$ cat src/rtl/pc_unit.sv
// Program counter: sequential / branch / return-address next-PC select with HALT/RUN control.
// Latency: one cycle from sampled inputs to pc. Backpressure: stall=1 or write_en=0 holds pc.
// Optional return-address stack enabled by defining PC_RAS_EN.
module pc_unit #(
  parameter int unsigned       WIDTH        = 16,
  parameter logic [WIDTH-1:0]  RESET_VECTOR = '0,
  parameter int unsigned       STEP         = 2,
  parameter int unsigned       RAS_DEPTH    = 4
) (
  input  logic             clk,
  input  logic             rst,
  input  logic             write_en,
  input  logic             stall,
  input  logic             branch_taken,
  input  logic [WIDTH-1:0] branch_target,
  input  logic             halt,
  input  logic             resume,
  input  logic             call,
  input  logic             ret,
  output logic [WIDTH-1:0] pc,
  output logic [WIDTH-1:0] pc_seq,
  output logic             halted,
  output logic             pc_updated,
  output logic             ras_empty,
  output logic             ras_full
);

  typedef enum logic {RUN = 1'b0, HALTED = 1'b1} state_e;

  state_e           state_q;
  logic [WIDTH-1:0] pc_q, pc_d;
  logic             halted_q;
  logic             upd_q, upd_d;
  logic             run_go;
  logic             do_pop;
  logic [WIDTH-1:0] ras_top;

  assign pc_seq = pc_q + WIDTH'(STEP);
  // Only an un-halted, un-stalled, enabled RUN cycle may move the PC or touch the stack.
  assign run_go = (state_q == RUN) && !halt && !stall && write_en;

`ifdef PC_RAS_EN
  localparam int PW = $clog2(RAS_DEPTH);
  localparam logic [PW:0] DEPTH_C = (PW+1)'(RAS_DEPTH);

  logic [WIDTH-1:0] ras_q [RAS_DEPTH];
  logic [PW-1:0]    ras_ptr_q;
  logic [PW:0]      ras_cnt_q, ras_cnt_d;
  logic             ras_empty_q, ras_full_q;
  logic             do_push;

  assign do_pop  = run_go && ret && (ras_cnt_q != '0);
  assign do_push = run_go && !ret && branch_taken && call;
  assign ras_top = ras_q[ras_ptr_q - PW'(1)];

  always_comb begin
    ras_cnt_d = ras_cnt_q;
    if (do_push && (ras_cnt_q != DEPTH_C)) begin
      ras_cnt_d = ras_cnt_q + (PW+1)'(1);
    end else if (do_pop) begin
      ras_cnt_d = ras_cnt_q - (PW+1)'(1);
    end
  end

  // Pointer wraps freely, so a push on a full stack overwrites the oldest entry.
  always_ff @(posedge clk or negedge rst) begin
    if (!rst) begin
      ras_ptr_q   <= '0;
      ras_cnt_q   <= '0;
      ras_empty_q <= 1'b1;
      ras_full_q  <= 1'b0;
    end else begin
      if (do_push) begin
        ras_ptr_q <= ras_ptr_q + PW'(1);
      end else if (do_pop) begin
        ras_ptr_q <= ras_ptr_q - PW'(1);
      end
      ras_cnt_q   <= ras_cnt_d;
      ras_empty_q <= (ras_cnt_d == '0);
      ras_full_q  <= (ras_cnt_d == DEPTH_C);
    end
  end

  always_ff @(posedge clk) begin
    if (do_push) begin
      ras_q[ras_ptr_q] <= pc_seq;
    end
  end

  assign ras_empty = ras_empty_q;
  assign ras_full  = ras_full_q;
`else
  logic unused_ras;
  assign unused_ras = ^{call, ret, 1'(RAS_DEPTH)};
  assign do_pop     = 1'b0;
  assign ras_top    = '0;
  assign ras_empty  = 1'b1;
  assign ras_full   = 1'b0;
`endif

  always_comb begin
    pc_d  = pc_q;
    upd_d = 1'b0;
    if (run_go) begin
      upd_d = 1'b1;
      if (do_pop) begin
        pc_d = ras_top;
      end else if (branch_taken) begin
        pc_d = branch_target;
      end else begin
        pc_d = pc_seq;
      end
    end
  end

  always_ff @(posedge clk or negedge rst) begin
    if (!rst) begin
      state_q  <= RUN;
      halted_q <= 1'b0;
      pc_q     <= RESET_VECTOR;
      upd_q    <= 1'b0;
    end else begin
      pc_q  <= pc_d;
      upd_q <= upd_d;
      case (state_q)
        RUN: begin
          if (halt) begin
            state_q  <= HALTED;
            halted_q <= 1'b1;
          end
        end
        HALTED: begin
          if (resume && !halt) begin
            state_q  <= RUN;
            halted_q <= 1'b0;
          end
        end
        default: begin
          state_q  <= RUN;
          halted_q <= 1'b0;
        end
      endcase
    end
  end

  assign pc         = pc_q;
  assign halted     = halted_q;
  assign pc_updated = upd_q;

endmodule
$ cat config.mk
export PLATFORM = sky130hd
export DESIGN_NAME = pc_unit
export DESIGN_NICKNAME = d
export VERILOG_FILES = /design/src/rtl/pc_unit.sv
export SDC_FILE = /design/constraint.sdc
export NUM_CORES = 1
export LEC_CHECK = 0
export ABC_AREA = 0
export BUFFER_PORTS_ARGS = -buffer_cell sky130_fd_sc_hd__buf_2
export CAP_MARGIN = 20
export CORE_UTILIZATION = 49
export DETAILED_ROUTE_END_ITERATION = 8
export PLACE_DENSITY = 0.84
export SLEW_MARGIN = 20
export SYNTH_ARGS = -nofsm -noshare
export SYNTH_HDL_FRONTEND = slang
export SYNTH_SLANG_ARGS = --single-unit
$ cat constraint.sdc
create_clock -name clk -period 4.25 [get_ports clk]
set_input_delay 0.2125 -clock clk [delete_from_list [all_inputs] [get_ports clk]]
set_output_delay 0.2125 -clock clk [all_outputs]
set_load 0.005 [all_outputs]
==> results.txt, run 1 <==
* Count of endpoints failing hold in the final timing report: 0
- The worst pin sits at a relative slew slack of 58.42%.
- Setup repair after global routing left no endpoint under its margin.
- Synth Cell Area: 0.001281 sq mm
- Share of the yosys chip area belonging to registers: 37.11%
- In this run the deepest clock path goes through 2 buffers.
- CTS root buf: clkbuf_4
* HPWL reported at the end of detailed placement: 2.218 mm
- Placed instance area: 0.001510 sq mm
* PortBufs: 56
- Clock latency on the worst-skew pair, taken at its later pin, is 0.29 ns.
* Average wire per cell in the routed design: around 13 microns
- In the synthesized netlist, the cells that appear most often are 19 x dfrtp_1, 19 x nand2_1, 11 x o21ai_0.
- Before CTS, the worst setup slack after placement is about 2.4 ns.
- Least-Margin Pin Slew: 0.6179 ns
- Finished Layout Cells: 230
* Async set-reset flop share out of synthesis: 100.0%
* Share of cells above drive strength 1: 31.00%
- In this run the power density over the cells is 360.3 mW/mm^2.
- The total overflow left after global routing is 0.
- The run finished with clean final reports.
- Across the run, the number of max-cap violations was 0.
* Share of the cycle needed by the critical path after routing: 51.48%
* Kind of end point of the critical path: primary output
- For this design the top-level I/O count stands at 61.
- After technology mapping, the gate count stands at 153.
- After detailed routing, the number of remaining DRC violations is 0.
* Tightest Hold Check Type: in2reg
* Setup crit start kind: flip-flop
* Min cycle time layout: 2.188 ns
- Critical path depth in cells: 5
- TritonCTS built the clock tree.
* Leakage: 0.7357 nW
- Post-DR vias/cell: about 5.6
* Worst EP required: 4.04 ns
- Floorplan Core Area: ~0.0025 sq mm
* Final wirelength: about 3 mm
- Final Instance Area: around 0.0015 sq mm
- Counting every net in the synthesized netlist gives approximately 180.
- Top cell type's share of synthesized area: approximately 37%
* Overall routing resource usage: 22.64%
* Growth of design area from synthesis to finish: 20.70%
- In the synthesized netlist the dominant register cell turns out to be dfrtp_1.
* Effective utilization at floorplan: 51.72%
- Buffering stage count on the worst path with inverters included: 1
- Along the worst hold path, the cell count comes to 2.
- For this design, the sink count on the clock tree is 19.
* Distinct cell type count of the synthesized netlist: 39
* Worst vdd rail ir drop: 201.4 uV
- After clock tree synthesis, the clock-pin slew on the worst setup and hold paths is 0.11 ns.
* Max Clk Rate: 457.1 MHz
* Row cnt: 18
* Final hold slack: roughly 0.13 ns
- TritonCTS created 3 clock buffers.
- Data on the critical path arrives at its endpoint at around 2 ns.
* Deepest level of the CTS H-tree: 1
- The floorplan step set the die height to around 53 microns.
- The biggest area contributor in the post-synthesis netlist is dfrtp_1.
- The die covers about 0.0028 sq mm.
- For the final database, setup skew stands at 0.002374 ns.
- Cell chain of the critical path: ha_1 -> nand4_1 -> or4_4 -> xnor2_1 -> buf_2
- The worst register-to-register path has a depth of 4.
- Number of global-route vias before repair: 1152
* Synth warn: 0
* Number of max-slew violations in the final report: 0
* Maximum number of pins on one net before global-route repair: 29
- Endpoints failing setup: 0
- Cell family with the largest share of critical-path delay: simple AND/OR/NAND/NOR gates
- Slowest Stage Delay on Critical Path: 0.47 ns
- Number of antenna-violating nets in the routed design: 0
- The synthesized design contains 0 enable-type register cells.
- DR pass1 iterations: 4
* Synth area leaders: dfrtp_1 37%, nand2_1 5.6%, xnor2_1 4.8%, o21ai_0 4.3%, xor2_1 4.1%
- Nets@finish: about 230
* Global placement routability congestion: 0.8737
- 0 antenna diodes ended up in the layout.
- The synthesized design contains 19 register bits.
* Via count: 1286
- The first global-routing pass estimated 4.795 mm of wire.
- Horizontal extent of the die: 53.14 microns
- Adding up every negative setup slack in the final design gives 0 ns.
- The average instance in the mapped netlist occupies 8.374 sq um.
- The slowest stage of the critical path belongs to the cell dfrtp_1.
* Cell count after placement: 225
- The initial antenna violation count was 0.
- Worst Slack Setup Final: 2.062 ns
- Initial drt markers: 20
- Largest fanout on the critical path: 8
- The critical path in this run is classified as reg2out.
## registers in the layout, summed over array words and instances, names as in the netlist
name	cells
pc_updated	1
halted	1
pc	16
state_q	1
## cell type report
type	count	area [sq um]
timing repair buffer	57	290.3
clock buffer	4	26.28
sequential	19	475.5
tap	30	37.54
fill	254	930.9
multi-input combinational	115	698.2
inverter	5	18.77
## metal layers
layer	wire (microns)	up-vias	track usage, %
met5	0	-	0
met2	1396	44	38.40
li1	-	645	-
met4	20	0	5.263
met3	170	2	4.023
met1	1400	595	29.64
## worst paths after layout
check | start | to | slack (ns)
worst max-delay path | pc[1] | pc_seq[15] | 2.06
worst min-delay path | halt | state_q | 0.13
worst max register to register | pc[4] | pc[14] | 2.42
worst min register to register | state_q | halted | 0.50
max in group asynchronous | rst | pc[15] | 3.58
min in group asynchronous | rst | pc_updated | 0.38
## stage by stage
stage	power, mW	util, %
finish	0.5571	62.42
global route	0.6006	62.42
CTS	0.5615	62.42
detailed placement	0.4705	60.96
global placement	0.4608	60.96
floorplan	0.3808	-
## cell families (layout without fill, tap and decap cells)
| family | after synthesis | count (layout) | share of synthesized area [%] |
|---|---|---|---|
| adder cells (fa/ha/maj) | 1 | 1 | 0.9764 |
| flip-flops | 19 | 19 | 37.11 |
| AO/OA/AOI/OAI | 39 | 39 | 19.04 |
| other | 2 | 2 | 0.5862 |
| multiplexers | 1 | 1 | 0.7813 |
| XOR/XNOR | 13 | 13 | 8.887 |
| AND/OR/NAND/NOR | 59 | 59 | 24.22 |
| buffers and inverters | 19 | 66 | 8.397 |
## cells in the final DEF (no fill, tap or decap), drive strengths merged, types with 2 or more instances in the layout
| cell type | instances |
|---|---|
| a211o | 2 |
| a21oi | 10 |
| a2bb2oi | 3 |
| and3 | 4 |
| buf | 56 |
| clkbuf | 4 |
| conb | 2 |
| dfrtp | 19 |
| inv | 5 |
| nand2 | 19 |
| nand3 | 8 |
| nand4 | 6 |
| nor2 | 6 |
| nor3 | 4 |
| nor3b | 3 |
| nor4 | 5 |
| o21ai | 12 |
| o22ai | 4 |
| o2bb2ai | 2 |
| xnor2 | 7 |
| xor2 | 6 |
## report_power, final
group | internal [mW] | total [mW] | leakage [nW] | switching [mW]
registers | 0.214 | 0.275 | 0.222 | 0.0605
clock network | 0.0365 | 0.0912 | 0.0150 | 0.0547
logic | 0.104 | 0.191 | 0.498 | 0.0872
total | 0.355 | 0.557 | 0.736 | 0.202
## what timing repair did
action | 4_1_cts | 5_1_grt
hold endpoints to repair | 19 | 0
resized for setup | 0 | 0
hold buffers | 1 | 0
setup buffers | 0 | 0
No activity file was read; power rests on OpenSTA's default activity.
==> inputs of run 2 (changes only) <==
--- a/config.mk
+++ b/config.mk
@@ -5,12 +5,12 @@
 export SDC_FILE = /design/constraint.sdc
 export NUM_CORES = 1
 export LEC_CHECK = 0
-export ABC_AREA = 0
+export ABC_AREA = 1
 export BUFFER_PORTS_ARGS = -buffer_cell sky130_fd_sc_hd__buf_2
 export CAP_MARGIN = 20
-export CORE_UTILIZATION = 49
+export CORE_UTILIZATION = 41
 export DETAILED_ROUTE_END_ITERATION = 8
-export PLACE_DENSITY = 0.84
+export PLACE_DENSITY = 0.75
 export SLEW_MARGIN = 20
 export SYNTH_ARGS = -nofsm -noshare
 export SYNTH_HDL_FRONTEND = slang
==> constraint.sdc (replaced) <==
create_clock -name clk -period 1.8 [get_ports clk]
set_input_delay 0.09 -clock clk [delete_from_list [all_inputs] [get_ports clk]]
set_output_delay 0.09 -clock clk [all_outputs]
set_load 0.005 [all_outputs]
==> results.txt, run 2 <==
* CTS Sinks: 19 (unchanged)
- The remaining number of nets flagged by the antenna check after routing is 0 (unchanged).
- Count of endpoints failing hold in the final timing report: 0 (unchanged)
- Power density relative to cell area: 940.4 mW/mm^2 (was 360.3 mW/mm^2)
* Slowest Stage Delay on Critical Path: 0.44 ns (was 0.47 ns)
- Worst EP arrival: 1.59 ns (was 1.98 ns)
- Largest fanout on the critical path: 4 (was 8)
- The global-route wire length before repair is 4.933 mm (was 4.795 mm).
- Post-route DRC: 4 (was 0)
* Startpoint-to-endpoint class of the critical path: reg2out (unchanged)
* Tightest Hold Check Type: in2reg (unchanged)
- Most common cell in the synthesized netlist: nand2_1
- The share of Yosys cell area claimed by the top area cell type came to 37.25% (was 37.11%).
- Setup TNS: 0 ns (unchanged)
- Largest register FFs: 16 (unchanged)
- The count of final setup violators was 0 (unchanged).
* R2R Path End: pc[11] (was pc[14])
* Overall routing resource usage: 18.84% (was 22.64%)
* Hold Path Sink: pc[4] (was state_q)
* Outcome: complete, but fails checks (was completed)
- Initial drt markers: 46 (was 20)
* Io pins: 61 (unchanged)
- After layout, the worst path uses just over 90% of the clock period.
* Commonest non-fill, non-tap cell in the layout: nand2_1 (was buf_2)
- The most instantiated flip-flop cell in the synthesis netlist is dfrtp_1 (unchanged).
- RSZ-0062 raised after global routing: true (was false)
* Min cycle time layout: 1.681 ns
* Leakage: 0.9256 nW (was 0.7357 nW)
- The synthesized flop and latch total was 19 (unchanged).
- The horizontal die dimension came to 57.79 microns (was 53.14 microns).
- Floorplan Core Area: 0.002853 sq mm (was 0.002477 sq mm)
- The sort of element at the end of the critical path is a primary output (unchanged).
* TritonCTS clock tree: built (unchanged)
- Number of synthesized flops with an enable pin: 0 (unchanged)
- Synth area leaders: dfrtp_1 37%, nand2_1 19%, inv_1 8.2%, xor2_1 4.1%, nand3_1 3.9% (was dfrtp_1 37%, nand2_1 5.6%, xnor2_1 4.8%, o21ai_0 4.3%, xor2_1 4.1%).
- The number of buffers added on ports is 56 (unchanged).
- The number of pins exceeding their max-slew limit in the final report was 0 (unchanged).
* Clock latency at the later pin of the worst-skew pair: 0.30 ns (was 0.29 ns)
- HPWL reported at the end of detailed placement: 2.220 mm (was 2.218 mm)
* Cell chain of the critical path: ha_4 -> nand3_4 -> inv_2 -> nand3b_1 -> inv_1 -> nand2_1 -> and2_1 -> buf_2 (was ha_1 -> nand4_1 -> or4_4 -> xnor2_1 -> buf_2)
- Worst hold path startpoint: branch_target[4] (was halt)
* Growth of design area from synthesis to finish: 30.88% (was 20.70%)
* Share of the yosys chip area belonging to registers: 37.25% (was 37.11%)
* Critical path depth in cells: 8 (was 5)
- FF-to-FF Start: state_q (was pc[4])
- Antenna diode instance count: 0 (unchanged)
* Final wirelength: 2.947 mm (was 2.988 mm)
- The height of the chip came to 57.79 microns (was 53.14 microns).
- Via count: 1283 (was 1286)
- The buffer type at the clock tree root is clkbuf_4 (unchanged).
* Maximum count of clock buffers along a single path: 2 (unchanged)
* Async set-reset flop share out of synthesis: 100.0% (unchanged)
- The number of maximum-capacitance constraint violations came to 0 (unchanged).
- Average wire per cell in the routed design: 10.68 microns (was 12.99 microns)
- The required time reported for the critical path endpoint was 1.71 ns (was 4.04 ns).
- The pin count of the biggest net entering global routing came to 20 (was 29).
* Register-to-register path setup slack: 0.41 ns (was 2.42 ns)
* Failing checks: DRC
* Setup crit start kind: flip-flop (unchanged)
- The depth of the worst register-to-register path came to 7 (was 4).
* Power consumption: 1.571 mW (was 0.5571 mW)
- Row cnt: 19 (was 18)
* Nets@finish: 272 (was 227)
* Distinct cell type count of the synthesized netlist: 26 (was 39)
- The cell family contributing the most delay on the critical path was flip-flops (was simple AND/OR/NAND/NOR gates).
- The last weighted congestion value of the routability-driven placer is 0.8151 (was 0.8737).
* Die area: 0.003340 sq mm (was 0.002823 sq mm)
- The slack of the critical path is 0.1188 ns (was 2.062 ns).
- The net count of the mapped netlist is 210 (was 179).
- Most frequent cells in the layout: 64 x nand2_1, 56 x buf_2, 27 x inv_1 (was 56 x buf_2, 19 x nand2_1, 19 x dfrtp_1)
- The peak supply drop was 434.4 uV (was 201.4 uV).
- Number of buffers added by the clock tree synthesis step: 3 (unchanged)
* Number of global-route vias before repair: 1179 (was 1152)
- Share of cells above drive strength 1: 32.65% (was 31.00%)
- Effective utilization at floorplan: 44.74% (was 51.72%)
* Leftover overflow at the end of global routing: 0 (unchanged)
- Max Clock Skew: 0.006297 ns (was 0.002374 ns)
- The number of buffer and inverter instances along the worst setup path came to 3 (was 1).
* Initial antenna violation count: 0 (unchanged)
* Deepest level of the CTS H-tree: 1 (unchanged)
* Synth warn: 0 (unchanged)
- The iteration count of the initial detailed-routing pass was 6 (was 4).
- Synth cell count leaders: 64 x nand2_1, 28 x inv_1, 19 x dfrtp_1 (was 19 x dfrtp_1, 19 x nand2_1, 11 x o21ai_0).
- The number of cells traversed by the worst hold path is 3 (was 2).
* Pre-CTS WS: 0.3019 ns (was 2.384 ns)
- The post-synthesis instance area is 0.001276 sq mm (was 0.001281 sq mm).
- Library cell occupying the most area in the post-synthesis netlist: dfrtp_1 (unchanged)
- The mean post-synth cell area came to 6.936 sq um (was 8.374 sq um).
- The detail-routed via count per cell was 4.649 (was 5.591).
* Final hold slack: 0.009549 ns (was 0.1345 ns)
* Clock-pin slew reported for the worst setup and hold paths after clock tree synthesis: 0.12 ns (was 0.11 ns)
- The post-synthesis instance total came to 184 (was 153).
- The slowest library cell on the worst path was dfrtp_1 (unchanged).
- Max Clk Rate: between 500 and 600 MHz
[run 2: through the flow]
step / instance area, sq um / utilization, % / instances
6_report: 1670 / 58.55 / 276
2_1_floorplan: 1276 / - / 184
4_1_cts: 1627 / 57.02 / 274
5_1_grt: 1670 / 58.55 / 276
3_5_place_dp: 1554 / 54.47 / 266
3_3_place_gp: 1554 / 54.47 / 266
[run 2: how the worst max path moves through the flow]
stage                            end  startpoint  slack, ns
after floorplan                pc[7]       pc[1]       0.51
after global placement    pc_seq[15]       pc[1]       0.34
final                     pc_seq[11]       pc[1]       0.12
after CTS                 pc_seq[11]       pc[1]      0.003
after global routing      pc_seq[11]       pc[1]      -0.02
after detailed placement  pc_seq[15]       pc[1]       0.30
[run 2: tightest hold or removal path, stage by stage]
cell      delay, ns
buf_2          0.08
nand2_1        0.04
o211ai_1       0.07
[run 2: power breakdown]
| group | internal (mW) | switching [mW] |
|---|---|---|
| Sequential | 0.532 | 0.132 |
| Clock | 0.0829 | 0.140 |
| Combinational | 0.340 | 0.343 |
| Total | 0.956 | 0.615 |
[run 2: timing repair]
| item | CTS | global route |
|---|---|---|
| hold endpoints to repair | 22 | 0 |
| resized for setup | 2 | 9 |
| setup endpoints to repair | 1 | 6 |
| pin swaps | 0 | 0 |
| hold buffers | 4 | 0 |
| setup buffers | 0 | 2 |
[run 2: cell type report]
cell class | instances | area [sq um]
Fill cell | 296 | 1182
Multi-Input combinational cell | 129 | 669.4
Sequential cell | 19 | 479.2
Timing Repair Buffer | 63 | 342.8
Inverter | 30 | 112.6
Tap cell | 31 | 38.79
Clock buffer | 3 | 22.52
Clock inverter | 1 | 5.005
[run 2: routing by layer]
metal	wire, microns	track usage (%)	share of wire, %
met5	0	0	0
met4	21	5.782	0.71
met3	169	2.679	5.7
met2	1309	31.06	44
met1	1446	25.82	49
[run 2: cell families after synthesis]
| family | count (synthesis) | synth area share (%) |
|---|---|---|
| and+or+nand+nor | 101 | 35.79 |
| buffers and inverters | 36 | 12.65 |
| DFF | 19 | 37.26 |
| AOI/OAI and AO/OA | 18 | 7.941 |
| xor gates and xnor gates | 7 | 4.804 |
| other | 2 | 0.5885 |
| adders and majority gates | 1 | 0.9802 |
